[config.mk]
export PLATFORM = sky130hd
export DESIGN_NAME = dm_port_arbiter
export DESIGN_NICKNAME = d
export VERILOG_FILES = /design/src/rtl/dm_port_arbiter.sv
export SDC_FILE = /design/constraint.sdc
export NUM_CORES = 1
export LEC_CHECK = 0
export BUFFER_PORTS_ARGS = -buffer_cell sky130_fd_sc_hd__buf_2
export CORE_AREA = 3 3 106 108
export CTS_BUF_LIST = sky130_fd_sc_hd__clkbuf_8 sky130_fd_sc_hd__clkbuf_16
export CTS_CLUSTER_SIZE = 30
export DETAILED_ROUTE_END_ITERATION = 10
export DIE_AREA = 0 0 109 111
export PLACE_DENSITY_LB_ADDON = 0.1
export SYNTH_ARGS = -nofsm -noshare
export SYNTH_HDL_FRONTEND = slang
export SYNTH_SLANG_ARGS = --single-unit
[constraint.sdc]
create_clock -name clk -period 4.24 [get_ports clk]
set_clock_uncertainty 0.15 [all_clocks]
set_input_delay 1.06 -clock clk [delete_from_list [all_inputs] [get_ports clk]]
set_output_delay 1.06 -clock clk [all_outputs]
set_load 0.05 [all_outputs]
[src/rtl/dm_port_arbiter.sv]
// Data-memory port arbiter: shares one single-port SRAM between the CPU MEM stage
// and a DMA/debug requester, with RISC-V sub-word store lanes and load alignment.
module dm_port_arbiter #(
  parameter int STARVE_MAX = 4,
  parameter int AW         = 14
) (
  input  logic          clk,
  input  logic          rst_n,
  input  logic          cpu_req,
  input  logic          cpu_we,
  input  logic [31:0]   cpu_addr,
  input  logic [31:0]   cpu_wdata,
  input  logic [2:0]    cpu_funct3,
  output logic          cpu_stall,
  output logic          cpu_rvalid,
  output logic [31:0]   cpu_rdata,
  output logic          cpu_err,
  input  logic          dma_req,
  input  logic          dma_we,
  input  logic [AW-1:0] dma_addr,
  input  logic [3:0]    dma_be,
  input  logic [31:0]   dma_wdata,
  output logic          dma_gnt,
  output logic          dma_rvalid,
  output logic [31:0]   dma_rdata,
  output logic          DM_CS,
  output logic [3:0]    DM_WEB,
  output logic [AW-1:0] DM_A,
  output logic [31:0]   DM_DI,
  input  logic [31:0]   DM_DO
);

  // Handshake: a request is taken in the cycle it is presented unless cpu_stall
  // is high (CPU) or dma_gnt is low (DMA); read data follows exactly one cycle later.
  localparam logic [3:0] STARVE_LIM = 4'(STARVE_MAX);

  logic [1:0] off;
  logic       legal;
  logic       cpu_issue;
  logic       dma_won;
  logic       cpu_grant;

  logic [3:0] starve_cnt_q, starve_cnt_d;
  logic       tag_valid_q, tag_valid_d;
  logic       tag_dma_q, tag_dma_d;
  logic [2:0] tag_funct3_q, tag_funct3_d;
  logic [1:0] tag_off_q, tag_off_d;

  logic [7:0]  rd_byte;
  logic [15:0] rd_half;
  logic        unused_addr_hi;

  assign off            = cpu_addr[1:0];
  assign unused_addr_hi = ^cpu_addr[31:AW+2];

  always_comb begin
    legal = 1'b0;
    case (cpu_funct3)
      3'b000:  legal = 1'b1;
      3'b100:  legal = !cpu_we;
      3'b001:  legal = !off[0];
      3'b101:  legal = !cpu_we && !off[0];
      3'b010:  legal = (off == 2'b00);
      default: legal = 1'b0;
    endcase
  end

  // An illegal CPU request never reaches the port, so it cannot block the DMA either.
  assign cpu_issue = cpu_req & legal;
  assign cpu_err   = cpu_req & ~legal;
  assign dma_won   = dma_req & (~cpu_issue | (starve_cnt_q == STARVE_LIM));
  assign cpu_grant = cpu_issue & ~dma_won;
  assign cpu_stall = cpu_issue & dma_won;
  assign dma_gnt   = dma_won;

  always_comb begin
    DM_CS  = 1'b0;
    DM_WEB = 4'b1111;
    DM_A   = '0;
    DM_DI  = '0;
    if (dma_won) begin
      DM_CS = 1'b1;
      DM_A  = dma_addr;
      if (dma_we) begin
        DM_WEB = ~dma_be;
        DM_DI  = dma_wdata;
      end
    end else if (cpu_grant) begin
      DM_CS = 1'b1;
      DM_A  = cpu_addr[AW+1:2];
      if (cpu_we) begin
        case (cpu_funct3[1:0])
          2'b00: begin
            DM_WEB = ~(4'b0001 << off);
            DM_DI  = {4{cpu_wdata[7:0]}};
          end
          2'b01: begin
            DM_WEB = off[1] ? 4'b0011 : 4'b1100;
            DM_DI  = {2{cpu_wdata[15:0]}};
          end
          default: begin
            DM_WEB = 4'b0000;
            DM_DI  = cpu_wdata;
          end
        endcase
      end
    end
  end

  always_comb begin
    starve_cnt_d = starve_cnt_q;
    if (!dma_req || dma_won)
      starve_cnt_d = '0;
    else if (cpu_grant && starve_cnt_q != STARVE_LIM)
      starve_cnt_d = starve_cnt_q + 4'd1;
  end

  // A DMA write with no byte enables is issued as a read whose data is dropped.
  always_comb begin
    tag_valid_d  = (dma_won && !dma_we) || (cpu_grant && !cpu_we);
    tag_dma_d    = dma_won;
    tag_funct3_d = cpu_funct3;
    tag_off_d    = off;
  end

  always_ff @(posedge clk or negedge rst_n) begin
    if (!rst_n) begin
      starve_cnt_q <= '0;
      tag_valid_q  <= 1'b0;
      tag_dma_q    <= 1'b0;
      tag_funct3_q <= '0;
      tag_off_q    <= '0;
    end else begin
      starve_cnt_q <= starve_cnt_d;
      tag_valid_q  <= tag_valid_d;
      tag_dma_q    <= tag_dma_d;
      tag_funct3_q <= tag_funct3_d;
      tag_off_q    <= tag_off_d;
    end
  end

  assign cpu_rvalid = tag_valid_q & ~tag_dma_q;
  assign dma_rvalid = tag_valid_q & tag_dma_q;
  assign dma_rdata  = dma_rvalid ? DM_DO : 32'h0;

  always_comb begin
    case (tag_off_q)
      2'd0:    rd_byte = DM_DO[7:0];
      2'd1:    rd_byte = DM_DO[15:8];
      2'd2:    rd_byte = DM_DO[23:16];
      default: rd_byte = DM_DO[31:24];
    endcase
    rd_half = tag_off_q[1] ? DM_DO[31:16] : DM_DO[15:0];
  end

  always_comb begin
    cpu_rdata = 32'h0;
    if (cpu_rvalid) begin
      case (tag_funct3_q)
        3'b000:  cpu_rdata = {{24{rd_byte[7]}}, rd_byte};
        3'b100:  cpu_rdata = {24'h0, rd_byte};
        3'b001:  cpu_rdata = {{16{rd_half[15]}}, rd_half};
        3'b101:  cpu_rdata = {16'h0, rd_half};
        default: cpu_rdata = DM_DO;
      endcase
    end
  end

endmodule

Word-level counts from Yosys, hierarchy flattened
Index checks and enable logic that the tools add are counted.
- bits in registers: 11
- latch bits: 0
- RAM bits: 0
- memory bits (read-only): 0
- input port bits: 155
- output and inout port bits: 120
- memories kept: 0
- add/sub/neg operators: 1
- multiply operators: 0
- divide/modulo/power cells: 0
- magnitude comparators: 0
- equality and inequality tests: 12
- shifts and indexed selects: 1
- mux-type cells: 23
- bitwise operators: 14
- reductions and logical operators: 16
- operator list (cell ; count):
    2-to-1 mux 32 bit ; 6
    one-hot mux 32 bit (4 select lines) ; 1
    one-hot mux 32 bit (2 select lines) ; 1
    2-to-1 mux 14 bit ; 2
    2-to-1 mux 4 bit ; 7
    one-hot mux 8 bit (3 select lines) ; 1
    2-to-1 mux 16 bit ; 1
    == test 3 bit, second input constant ; 4
    NOT 4 bit ; 2
    one-hot mux 4 bit (2 select lines) ; 1
    AND 1 bit ; 7
    == test 3 x 1 -> 1 bit, second input constant ; 2
    logical NOT 2 bit ; 3
    logical NOT 3 bit ; 2
    one-hot mux 1 bit (5 select lines) ; 1
    adder 4 x 1 -> 4 bit, second input constant ; 1
    == test 2 x 1 -> 1 bit, second input constant ; 2
    == test 4 x 3 -> 1 bit, second input constant ; 1
    logical AND 1 bit ; 4
    logical NOT 1 bit ; 4
    != test 4 x 3 -> 1 bit, second input constant ; 1
    NOT 1 bit ; 4
    left shift 1 x 2 -> 4 bit, first input constant ; 1
    == test 3 x 2 -> 1 bit, second input constant ; 1
    other kinds (5) ; 7

Depth between registers and ports, before layout
Gate-level depths: netlist (run 1).
- depth in word-level cells: 12
- gate-level depth with buffers: 6

Worst setup path before layout (run 1)
No wires, ideal clock.
- path type: input-to-output
- from: input port DM_DO[23]
- to: output port cpu_rdata[7]
- arrival time: 3701 ps
- required time: 3030 ps
- path slack: -671 ps
- stages: 3
- path buffers: 0
- path through: mux2_2 -> nor3_1 -> a2111oi_0
- cells in the longest elaborated chain, start to end: 3
- elaborated cells between the ends (all ways): 4
- classes of those cells: mux: 4
- RTL lines (what ; RTL line ; source):
    start: declaration ; 30 ; input logic [31:0] DM_DO
    one-hot mux 8 bit (3 select lines) or 2-to-1 mux 16 bit (tied branches) ; 147, 153 ;
    one-hot mux 32 bit (4 select lines) (*) ; 159 ; case (tag_funct3_q)
    2-to-1 mux 32 bit (*) ; 158 ; if (cpu_rvalid) begin
    end: declaration ; 16 ; output logic [31:0] cpu_rdata,
Every way passes the cells marked *; elsewhere a longest branch is shown, timed or not.

Worst setup path in the final report (run 1)
- from: input port cpu_funct3[0]
- to: output port DM_DI[10]
- cells in the longest elaborated chain, start to end: 10
- elaborated cells between the ends (all ways): 18
- classes of those cells: eq/ne: 5; mux: 5; bitwise: 6; reduce/logical: 2
- RTL lines (what ; RTL line ; source):
    start: declaration ; 13 ; input logic [2:0] cpu_funct3,
    == test 3 x 2 -> 1 bit, or another cell as far along ; 58 ; case (cpu_funct3)
    one-hot mux 1 bit (5 select lines) ; 58 ;
    AND 1 bit ; 69 ; assign cpu_issue = cpu_req & legal;
    NOT 1 bit ; 71 ; assign dma_won = dma_req & (~cpu_issue | (starve_cnt_q == STARVE_LIM));
    OR 1 bit ; 71 ;
    AND 1 bit ; 71 ;
    NOT 1 bit ; 72 ; assign cpu_grant = cpu_issue & ~dma_won;
    AND 1 bit ; 72 ;
    2-to-1 mux 32 bit ; 88 ; end else if (cpu_grant) begin
    2-to-1 mux 32 bit (*) ; 81 ; if (dma_won) begin
    end: declaration ; 29 ; output logic [31:0] DM_DI,
Marks and branches as above.

==> run metrics, run 1 <==
CP max-delay cell=nor2_1; synthesized flop and latch total=11; period utilization=0.9461; slowest cell delay on critical path=720 ps; status=finished clean; CP cell instances=buf_2 > buf_4 > nor2_1 > mux2i_1 > o22ai_2 > buf_2; Static Leak=2.273 nW; CTS resizes=0; Peak VDD IR=140.3 uV; grt met1 use=0.2157; Post-synth EDFFs=0; count leader, synth=nand2_1; area grow syn2layout=66.68%; Yosys warning total=0; vias after detailed routing=3633; final hold vios=0; syn_area_per_cell=7.511 um2; antenna viol nets, final=0; Syn Std Cell Area=2381 um2; RSZ-0062 raised after global routing=false; clk sink count=11; gp weighted congestion=0.7909; post-detail-place hpwl=10.10 mm; Cells after DPL=693; first-iteration detailed-routing DRC count=229; Hold Startpoint=starve_cnt_q[0]; fin nets=719; most frequent cells after synthesis=35 x nand2_1, 33 x and3_1, 32 x clkbuf_1, 32 x mux2i_1, 30 x a32o_1; data arrival time of the worst path=2800 ps; ranking of synthesized cells by area=mux2i_1 13%, a32o_1 13%, dfrtp_1 12%; critical path type=input pin to output pin; syn nets=474; Gate Count Post-Synth=317; area leader, netlist=mux2i_1; worst setup margin=228.7 ps; Die Y=111 um; slew margin rel.=0.3796; Clock Latency Late Sink=230 ps; worst hold path type=flip-flop to flip-flop; Site Rows=37; # diodes=0; worst slack, placed=237.0 ps; MaxCap Viol Count=0; IO Pins=275; Longest Clk Path Bufs=2; buffers and inverters on the worst path=3; die area=12100 um2; Initial Utilization=0.2306; Overall Global Routing Usage=0.1886; core area=10320 um2; met3 usage in global routing=0.03553; Worst Path Required=3030 ps; DRT Pass-1 Iters=4; CP endpoint kind=output pin; total wire length=12.49 mm; Post-synth ARST share=1.000; crit path max fanout=10; Pins Over Slew Limit=0; H-Tree Depth=1; final setup vio count=0; f_max=0.2493 GHz; residual DRC count=0; WL per Instance=17.92 um; GRT overflow=0; Synth cell types=44; pwr dens=196.9 nW/um2; clock buffer count from CTS=3; CP most frequent cell=buf_2; layout cells sized above 1=0.5330; Startpoint Class=input pin; # port buffers=258; vias in the first global route=3401; CP Launch Point=cpu_funct3[0]; antenna violations before repair=0; CTS tree=done; sequential-to-total area share from yosys stat=0.1156; ys flop type=dfrtp_1; Least-Margin Pin Slew=927.2 ps; CTS clock-pin slew for the worst setup and hold paths=50 ps; Finished Layout Cells=697; clk root buf=clkbuf_8; CTS Hold Bufs=0; Period minus WS final=4011 ps; M2 GR Usage=0.3645; grt peak-use layer=met2; first-pass GRT wire length=18.41 mm; top-area cell type share of the netlist area=0.1345; die width=109 um; RR Startpoint=starve_cnt_q[0]; via/cell ratio=5.212; largest net degree at the start of global routing=37; CP delay by family, top=simple AND/OR/NAND/NOR gates; setup bufs post-CTS=0
-- metrics by stage --
| step | TNS (ps) | total power [W] | utilization | hold WS [ps] | cell area [um2] |
|---|---|---|---|---|---|
| 2_1_floorplan | -510.6 | 0.0004933 | - | 310.1 | 2432 |
| 4_1_cts | 0 | 0.0007902 | 0.3844 | 352.8 | 3969 |
| 6_report | 0 | 0.0007816 | 0.3844 | 354.9 | 3969 |
| 5_1_grt | 0 | 0.0008307 | 0.3844 | 376.4 | 3969 |
| 3_3_place_gp | 0 | 0.0006786 | 0.3801 | 333.1 | 3924 |
| 3_5_place_dp | 0 | 0.0006831 | 0.3801 | 346.3 | 3924 |
-- cell usage in the layout, fill, tap and decap left out, types with 3 or more instances in the layout --
| cell | count |
|---|---|
| nor3_1 | 7 |
| nor2_1 | 6 |
| nand2_1 | 35 |
| o2bb2ai_1 | 16 |
| clkbuf_8 | 3 |
| o21ai_0 | 9 |
| buf_12 | 3 |
| o22ai_2 | 8 |
| dfrtp_1 | 11 |
| a21oi_1 | 3 |
| nand2b_1 | 3 |
| o22ai_1 | 8 |
| inv_1 | 26 |
| o32ai_1 | 8 |
| mux2_2 | 9 |
| a32oi_1 | 3 |
| a32o_1 | 30 |
| and3_1 | 33 |
| mux2i_1 | 32 |
| a221oi_1 | 9 |
| buf_2 | 258 |
| buf_4 | 14 |
-- flip-flops by register name, indices dropped and copies added, names as in the netlist --
name          count
tag_off_q         2
tag_dma_q         1
tag_valid_q       1
starve_cnt_q      4
tag_funct3_q      3
-- cell type report --
cell class / count / area (um2)
Fill cell: 1118 / 6355
Clock buffer: 3 / 41.29
Sequential cell: 11 / 275.3
Timing Repair Buffer: 275 / 1456
Clock inverter: 1 / 3.754
Tap cell: 136 / 170.2
Multi-Input combinational cell: 246 / 1928
Inverter: 25 / 93.84
-- path summary, 6_finish.rpt --
check	endpoint	slack [ps]	depth (start not counted)
setup / recovery	DM_DI[10]	230	6
hold / removal	starve_cnt_q[0]	350	1
setup reg to reg	tag_valid_q	2660	6
hold reg to reg	starve_cnt_q[0]	350	1
max in group asynchronous	tag_funct3_q[0]	3170	1
min in group asynchronous	tag_off_q[1]	550	1
-- power by group --
part | total, W | switching (W) | internal [W]
clock | 0.000102 | 0.0000381 | 0.0000635
combinational | 0.000562 | 0.000389 | 0.000173
sequential | 0.000118 | 0.00000828 | 0.000109
-- layer usage --
metal	routed length [um]	share of wire
met2	6493	0.52
met3	1169	0.094
met4	94	0.0075
met1	4731	0.38
met5	0	0
-- cell families after synthesis --
logic type	Yosys count	share of synthesized area
buffers and inverters	60	0.09879
XOR/XNOR	2	0.007358
AND/OR/NAND/NOR	94	0.2049
AO/OA/AOI/OAI	106	0.3763
flip-flops	11	0.1156
multiplexers	42	0.1865
adder cells (fa/ha/maj)	2	0.01051
-- worst reg2reg max path, stage by stage (launching register included) --
cell      delay (ps)
dfrtp_1          410
inv_1             70
ha_1             180
nand3b_1         110
o211a_1          170
buf_12           170
o32ai_1          230
Power figures use the tool's default switching activity.
==> inputs of run 2 (changes only) <==
--- a/config.mk
+++ b/config.mk
@@ -6,11 +6,12 @@
 export NUM_CORES = 1
 export LEC_CHECK = 0
 export BUFFER_PORTS_ARGS = -buffer_cell sky130_fd_sc_hd__buf_2
-export CORE_AREA = 3 3 106 108
+export CORE_AREA = 2 2 108 110
 export CTS_BUF_LIST = sky130_fd_sc_hd__clkbuf_8 sky130_fd_sc_hd__clkbuf_16
 export CTS_CLUSTER_SIZE = 30
 export DETAILED_ROUTE_END_ITERATION = 10
-export DIE_AREA = 0 0 109 111
+export DIE_AREA = 0 0 110 112
+export GPL_TIMING_DRIVEN = 0
 export PLACE_DENSITY_LB_ADDON = 0.1
 export SYNTH_ARGS = -nofsm -noshare
 export SYNTH_HDL_FRONTEND = slang
==> run 2 against run 1 <==
Largest cell class unchanged; setup slack worse by 130 ps; clock power is 66% higher; critical path type unchanged; sequential power hardly changed; combinational power is 2% higher; sequential cell count stayed put; design area is 2.4% higher; clock-buffer cell count stayed put; first-iteration DRC count is 24% lower.
==> run metrics, run 2 (synthesis gave the netlist of run 1 again) <==
RSZ-0062 raised after global routing=false; Hold Startpoint=starve_cnt_q[0]; clock buffer count from CTS=3 (unchanged); via/cell ratio=5.123 (-1.7%); total wire length=13.74 mm (+10%); worst slack, placed=-417.4 ps (-654.4 ps); CTS tree=done; WHS Endpoint=starve_cnt_q[0]; CTS clock-pin slew for the worst setup and hold paths=40 ps (about the same); worst setup margin=103.4 ps (-125.3 ps); most frequent cells in the layout=259 x buf_2, 35 x nand2_1, 33 x and3_1, 32 x mux2i_1, 30 x a32o_1; area of the multi-input gates=1973 um2 (+2.3%); Seq. cell area=275.3 um2 (unchanged); WL per Instance=18.98 um (+5.9%); final hold vios=0 (unchanged); first-pass GRT wire length=20.01 mm (+8.7%); worst hold path type=flip-flop to flip-flop; die width=110 um (+0.92%); # port buffers=257 (-0.39%); Least-Margin Pin Slew=993.8 ps (+66.60 ps); Cells after DPL=717 (+3.5%); data arrival time of the worst path=2930 ps (+130 ps); core area=11170 um2 (+8.2%); Peak VDD IR=114.4 uV (-18%); Static Leak=2.288 nW (+0.63%); GRT overflow=0 (unchanged); Reg with most FFs=starve_cnt_q; RR Startpoint=starve_cnt_q[0]; Worst Path Required=3030 ps (about the same); hold depth=1 (unchanged); pwr dens=211.5 nW/um2 (+7.4%); Longest Clk Path Bufs=2 (unchanged); MaxCap Viol Count=0 (unchanged); vias in the first global route=3715 (+9.2%); Period minus WS final=4137 ps (+125.3 ps); Initial Utilization=0.2131 (-0.01756); Overall Global Routing Usage=0.2094 (+0.02085); period utilization=0.9756 (+0.02954); first-iteration detailed-routing DRC count=174 (-24%); Startpoint Class=input pin; vias after detailed routing=3709 (+2.1%); critical path type=input pin to output pin; Pins Over Slew Limit=0 (unchanged); crit path max fanout=10 (unchanged); DRT Pass-1 Iters=4 (unchanged); fin nets=739 (+2.8%); antenna violations before repair=0 (unchanged); IO Pins=275 (unchanged); largest net degree at the start of global routing=12 (-68%); Site Rows=39 (+5.4%); post-detail-place hpwl=11.56 mm (+14%); Clock Latency Late Sink=240 ps (about the same); commonest non-fill, non-tap cell in the layout=buf_2; Die Y=112 um (+0.90%); clk root buf=clkbuf_16; f_max=0.2417 GHz (-3.0%); R2R Setup Slk=2500 ps (-160 ps); layout cells sized above 1=0.5129 (-0.02007); cells on worst reg2reg path=7 (+1); status=finished clean; Largest regs=starve_cnt_q x4, tag_funct3_q x3, tag_off_q x2; CP endpoint kind=output pin; antenna viol nets, final=0 (unchanged); CTS Hold Bufs=0 (unchanged); residual DRC count=0 (unchanged); gp weighted congestion=0.8598 (+8.7%); Finished Layout Cells=724 (+3.9%); Hold WS=364.4 ps (+9.524 ps); slew margin rel.=0.3350 (-0.04456); Fill cells=1267 (+13%); r2r endpoint=starve_cnt_q[3]; # diodes=0 (unchanged); clk sink count=11 (unchanged); area grow syn2layout=70.63%; die area=12320 um2 (+1.8%); final setup vio count=0 (unchanged); H-Tree Depth=1 (unchanged); max reg flops=4 (unchanged)
## run 2: cell types whose count changed in the layout (fill, tap and decap cells not counted), moves of 3 or more
cell	change
clkbuf_1	+24
clkbuf_16	+3
clkbuf_2	+7
buf_12	-3
buf_4	-10
clkbuf_8	-3
## run 2: final cells by class
cell class / count / area share
multi-input combinational: 246 / 0.4857
sequential: 11 / 0.06775
timing repair buffer: 261 / 0.3240
inverter: 25 / 0.02310
buffer: 34 / 0.03603
clock buffer: 3 / 0.01848
tap: 143 / 0.04404
clock inverter: 1 / 0.0009239
## run 2: worst max-delay path by stage
stage | cells after the start | slack [ps] | from | end
after detailed placement | 7 | -420 | cpu_funct3[0] | DM_DI[23]
after global placement | 7 | -290 | cpu_funct3[0] | DM_DI[23]
final | 7 | 100 | cpu_funct3[0] | DM_A[5]
after floorplan | 5 | -100 | cpu_funct3[0] | DM_WEB[1]
after global routing | 7 | 10 | cpu_funct3[0] | DM_A[10]
after CTS | 7 | 20 | dma_req | DM_DI[12]
## run 2: metrics by stage
stage	TNS (ps)	util	total power, W	cell area, um2
detailed placement	-9984	0.3488	0.0006842	3897
finish	0	0.3636	0.0008592	4063
global placement	-6991	0.3488	0.0006823	3897
CTS	0	0.3610	0.0008587	4034
floorplan	-510.6	-	0.0004933	2432
global route	0	0.3636	0.0009051	4063
## run 2: repair_timing
action,CTS,global route
gates resized for setup,7,11
setup endpoints to repair,46,42
buffers inserted,4,0
pin swaps,2,0
## run 2: layer usage
metal  vias up  wire (um)  track usage
li1       1775          -            -
met1      1716       4941       0.2250
met2       202       7360       0.4119
met3        16       1170      0.03220
met4         0        270      0.05232
met5         -          0            0
## run 2: worst max-delay path, stage by stage
cell and delay (ps):
buf_2 100, buf_2 160, or4_4 540, a211oi_4 370
buf_2 280, a32o_1 150, buf_2 260
## run 2: power by group
group	switching (W)	internal [W]	total, W	leakage, nW
sequential	0.00000613	0.000110	0.000116	0.139
clock	0.0000452	0.000124	0.000169	0.0423
combinational	0.000404	0.000171	0.000574	2.11
total	0.000455	0.000404	0.000859	2.29
==> inputs of run 3 (changes only) <==
--- a/config.mk
+++ b/config.mk
@@ -5,13 +5,14 @@
 export SDC_FILE = /design/constraint.sdc
 export NUM_CORES = 1
 export LEC_CHECK = 0
-export BUFFER_PORTS_ARGS = -buffer_cell sky130_fd_sc_hd__buf_2
+export BUFFER_PORTS_ARGS = -buffer_cell sky130_fd_sc_hd__buf_4
 export CORE_AREA = 2 2 108 110
 export CTS_BUF_LIST = sky130_fd_sc_hd__clkbuf_8 sky130_fd_sc_hd__clkbuf_16
 export CTS_CLUSTER_SIZE = 30
 export DETAILED_ROUTE_END_ITERATION = 10
 export DIE_AREA = 0 0 110 112
 export GPL_TIMING_DRIVEN = 0
+export HOLD_SLACK_MARGIN = 0.1
 export PLACE_DENSITY_LB_ADDON = 0.1
 export SYNTH_ARGS = -nofsm -noshare
 export SYNTH_HDL_FRONTEND = slang
==> run 3 against run 2 <==
First-iteration DRC count is 41% higher; sequential cell count stayed put; setup slack better by 44 ps; fmax increased by 1.1%; sequential share of layout area down 0.92 points; critical path depth is the same; global-route usage is 0.53 points higher; utilization rose by 5.7 points; worst hold slack worse by 20 ps; via count grew 1.1%; register-to-register slack got worse by 140 ps; highest routed layer unchanged.
==> run metrics, run 3 (synthesis gave the netlist of run 1 again) <==
status=finished clean; Pins Over Slew Limit=0 (unchanged); RSZ-0062 raised after global routing=false; Period minus WS final=4092 ps (-44.13 ps); post-detail-place hpwl=11.89 mm (+2.9%); Startpoint Class=input pin; grt met1 use=0.2163 (-0.008686); capture point of the worst path=DM_A[8]; worst hold path type=flip-flop to flip-flop; Switching Power=0.0004585 W (+0.73%); pwr dens=198.3 nW/um2 (-6.2%); Seq pwr share=0.124 (-0.011); period utilization=0.9652 (-0.01041); Static Leak=2.416 nW (+5.6%); Overall Global Routing Usage=0.2148 (+0.005313); Fill cells=1174 (-7.3%); residual DRC count=0 (unchanged); H-Tree Depth=1 (unchanged); CP delay by family, top=buffers and inverters; die width=110 um (unchanged); CP cell instances=buf_4 > buf_2 > or4_4 > a211oi_4 > buf_2 > a32o_1 > buf_4; switching share of power=0.4918 (-0.03788); CTS Hold Bufs=0 (unchanged); Crit path depth=7 (unchanged); slowest cell delay on critical path=530 ps (about the same); WL per Instance=19.54 um (+2.9%); core area=11170 um2 (unchanged); antenna viol nets, final=0 (unchanged); dpl cell area=4541 um2 (+17%); CP max-delay cell=or4_4; antenna violations before repair=0 (unchanged); final hold vios=0 (unchanged); Peak VDD IR=110.6 uV (-3.3%); Site Rows=39 (unchanged); CTS tree=done; layout cells sized above 1=0.5077 (-0.005164); buffers and inverters on the worst path=4 (unchanged); final setup vio count=0 (unchanged); most frequent cells in the layout=260 x buf_4, 35 x nand2_1, 33 x and3_1, 32 x mux2i_1, 30 x a32o_1; Hold WS=344.3 ps (-20.10 ps); grt peak-use layer=met2; clock power share=0.179 (-0.017); f_max=0.2444 GHz (+1.1%); via/cell ratio=5.178 (+1.1%); Longest Clk Path Bufs=2 (unchanged); max reg flops=4 (unchanged); design area=4700 um2 (+16%); Clock Latency Late Sink=240 ps (about the same); clk root buf=clkbuf_16; GRT overflow=0 (unchanged); vias in the first global route=3908 (+5.2%); first-iteration detailed-routing DRC count=246 (+41%); Worst Path Required=3030 ps (about the same); Reg with most FFs=starve_cnt_q; CTS clock-pin slew for the worst setup and hold paths=40 ps (about the same); R2R Setup Slk=2360 ps (-140 ps); area grow syn2layout=97.37%; slew margin rel.=0.3278 (-0.007274); Pint=0.0004737 W (+17%); M2 GR Usage=0.4188 (+0.006953); die area=12320 um2 (unchanged); data arrival time of the worst path=2880 ps (-50 ps); clk sink count=11 (unchanged); commonest non-fill, non-tap cell in the layout=buf_4; CP endpoint kind=output pin; IO Pins=275 (unchanged); fin nets=739 (unchanged); DRT Pass-1 Iters=4 (unchanged); Least-Margin Pin Slew=1005 ps (+10.87 ps); MaxCap Viol Count=0 (unchanged); cells on worst reg2reg path=6 (-1); Comb pwr share=0.698 (+0.029); clock buffer count from CTS=3 (unchanged); r2r endpoint=starve_cnt_q[2]; met3 usage in global routing=0.05504 (+0.02283); vias after detailed routing=3749 (+1.1%); # port buffers=257 (unchanged); Largest regs=starve_cnt_q x4, tag_funct3_q x3, tag_off_q x2; critical path type=input pin to output pin; gp weighted congestion=0.8390 (-2.4%); crit path max fanout=10 (unchanged); total wire length=14.15 mm (+2.9%); largest net degree at the start of global routing=12 (unchanged); # diodes=0 (unchanged); RR Startpoint=starve_cnt_q[0]; CP Launch Point=cpu_funct3[0]; first-pass GRT wire length=20.49 mm (+2.4%); Die Y=112 um (unchanged); Initial Utilization=0.2131 (unchanged); Final Power=0.0009321 W (+8.5%)
-- run 3: cell types whose count changed in the layout (fill, tap and decap cells not counted) --
cell	previous run	this run
buf_2	259	2
buf_4	4	260
clkbuf_1	24	27
clkbuf_2	7	5
-- run 3: metal layers --
layer  wire length [um]  vias up
li1                   -     1774
met1               4748     1739
met2               7583      214
met3               1456       22
met4                358        0
met5                  0        -
-- run 3: worst min path at each step --
stage                                 end  cells after the start             from
after floorplan           starve_cnt_q[0]                      1  starve_cnt_q[0]
after global placement    starve_cnt_q[0]                      1  starve_cnt_q[0]
after detailed placement  starve_cnt_q[0]                      1  starve_cnt_q[0]
after CTS                 starve_cnt_q[0]                      1  starve_cnt_q[0]
after global routing      starve_cnt_q[0]                      1  starve_cnt_q[0]
final                     starve_cnt_q[0]                      1  starve_cnt_q[0]
-- run 3: cell type report --
| type | instances | area, um2 | share of cell area |
|---|---|---|---|
| multi-input combinational | 246 | 1973 | 0.4199 |
| timing repair buffer | 260 | 1952 | 0.4153 |
| sequential | 11 | 275.3 | 0.05857 |
| tap | 143 | 178.9 | 0.03807 |
| buffer | 35 | 147.6 | 0.03142 |
| inverter | 25 | 93.84 | 0.01997 |
| clock buffer | 3 | 75.07 | 0.01597 |
| clock inverter | 1 | 3.754 | 0.0007987 |
-- run 3: worst reg2reg max path: stages, from the launching register on --
cell	delay, ps
dfrtp_1	400
inv_1	70
ha_1	170
nand3b_1	110
o211ai_1	220
clkbuf_1	500
nor3_1	110
-- run 3: metrics by stage --
stage,worst slack [ps],TNS [ps],std cells,util
CTS,13.58,0,724,0.4176
detailed placement,-310.7,-8339,717,0.4063
finish,147.6,0,724,0.4206
floorplan,-102.4,-510.6,317,-
global route,42.43,0,724,0.4206
global placement,-246.7,-5785,717,0.4063
-- run 3: what timing repair did --
action / in CTS / in global routing
pin swaps: 2 / 0
setup endpoints to repair: 46 / 43
resized for setup: 5 / 11
buffers inserted: 3 / 0
-- run 3: power groups by stage --
stage / clock (W) / sequential [W] / combinational (W)
final: 0.000167 / 0.000115 / 0.000650
after global routing: 0.000179 / 0.000116 / 0.000685
after CTS: 0.000171 / 0.000115 / 0.000648
after detailed placement: 0 / 0.000117 / 0.000643
after global placement: 0 / 0.000116 / 0.000640
after floorplan: 0 / 0.000115 / 0.000378
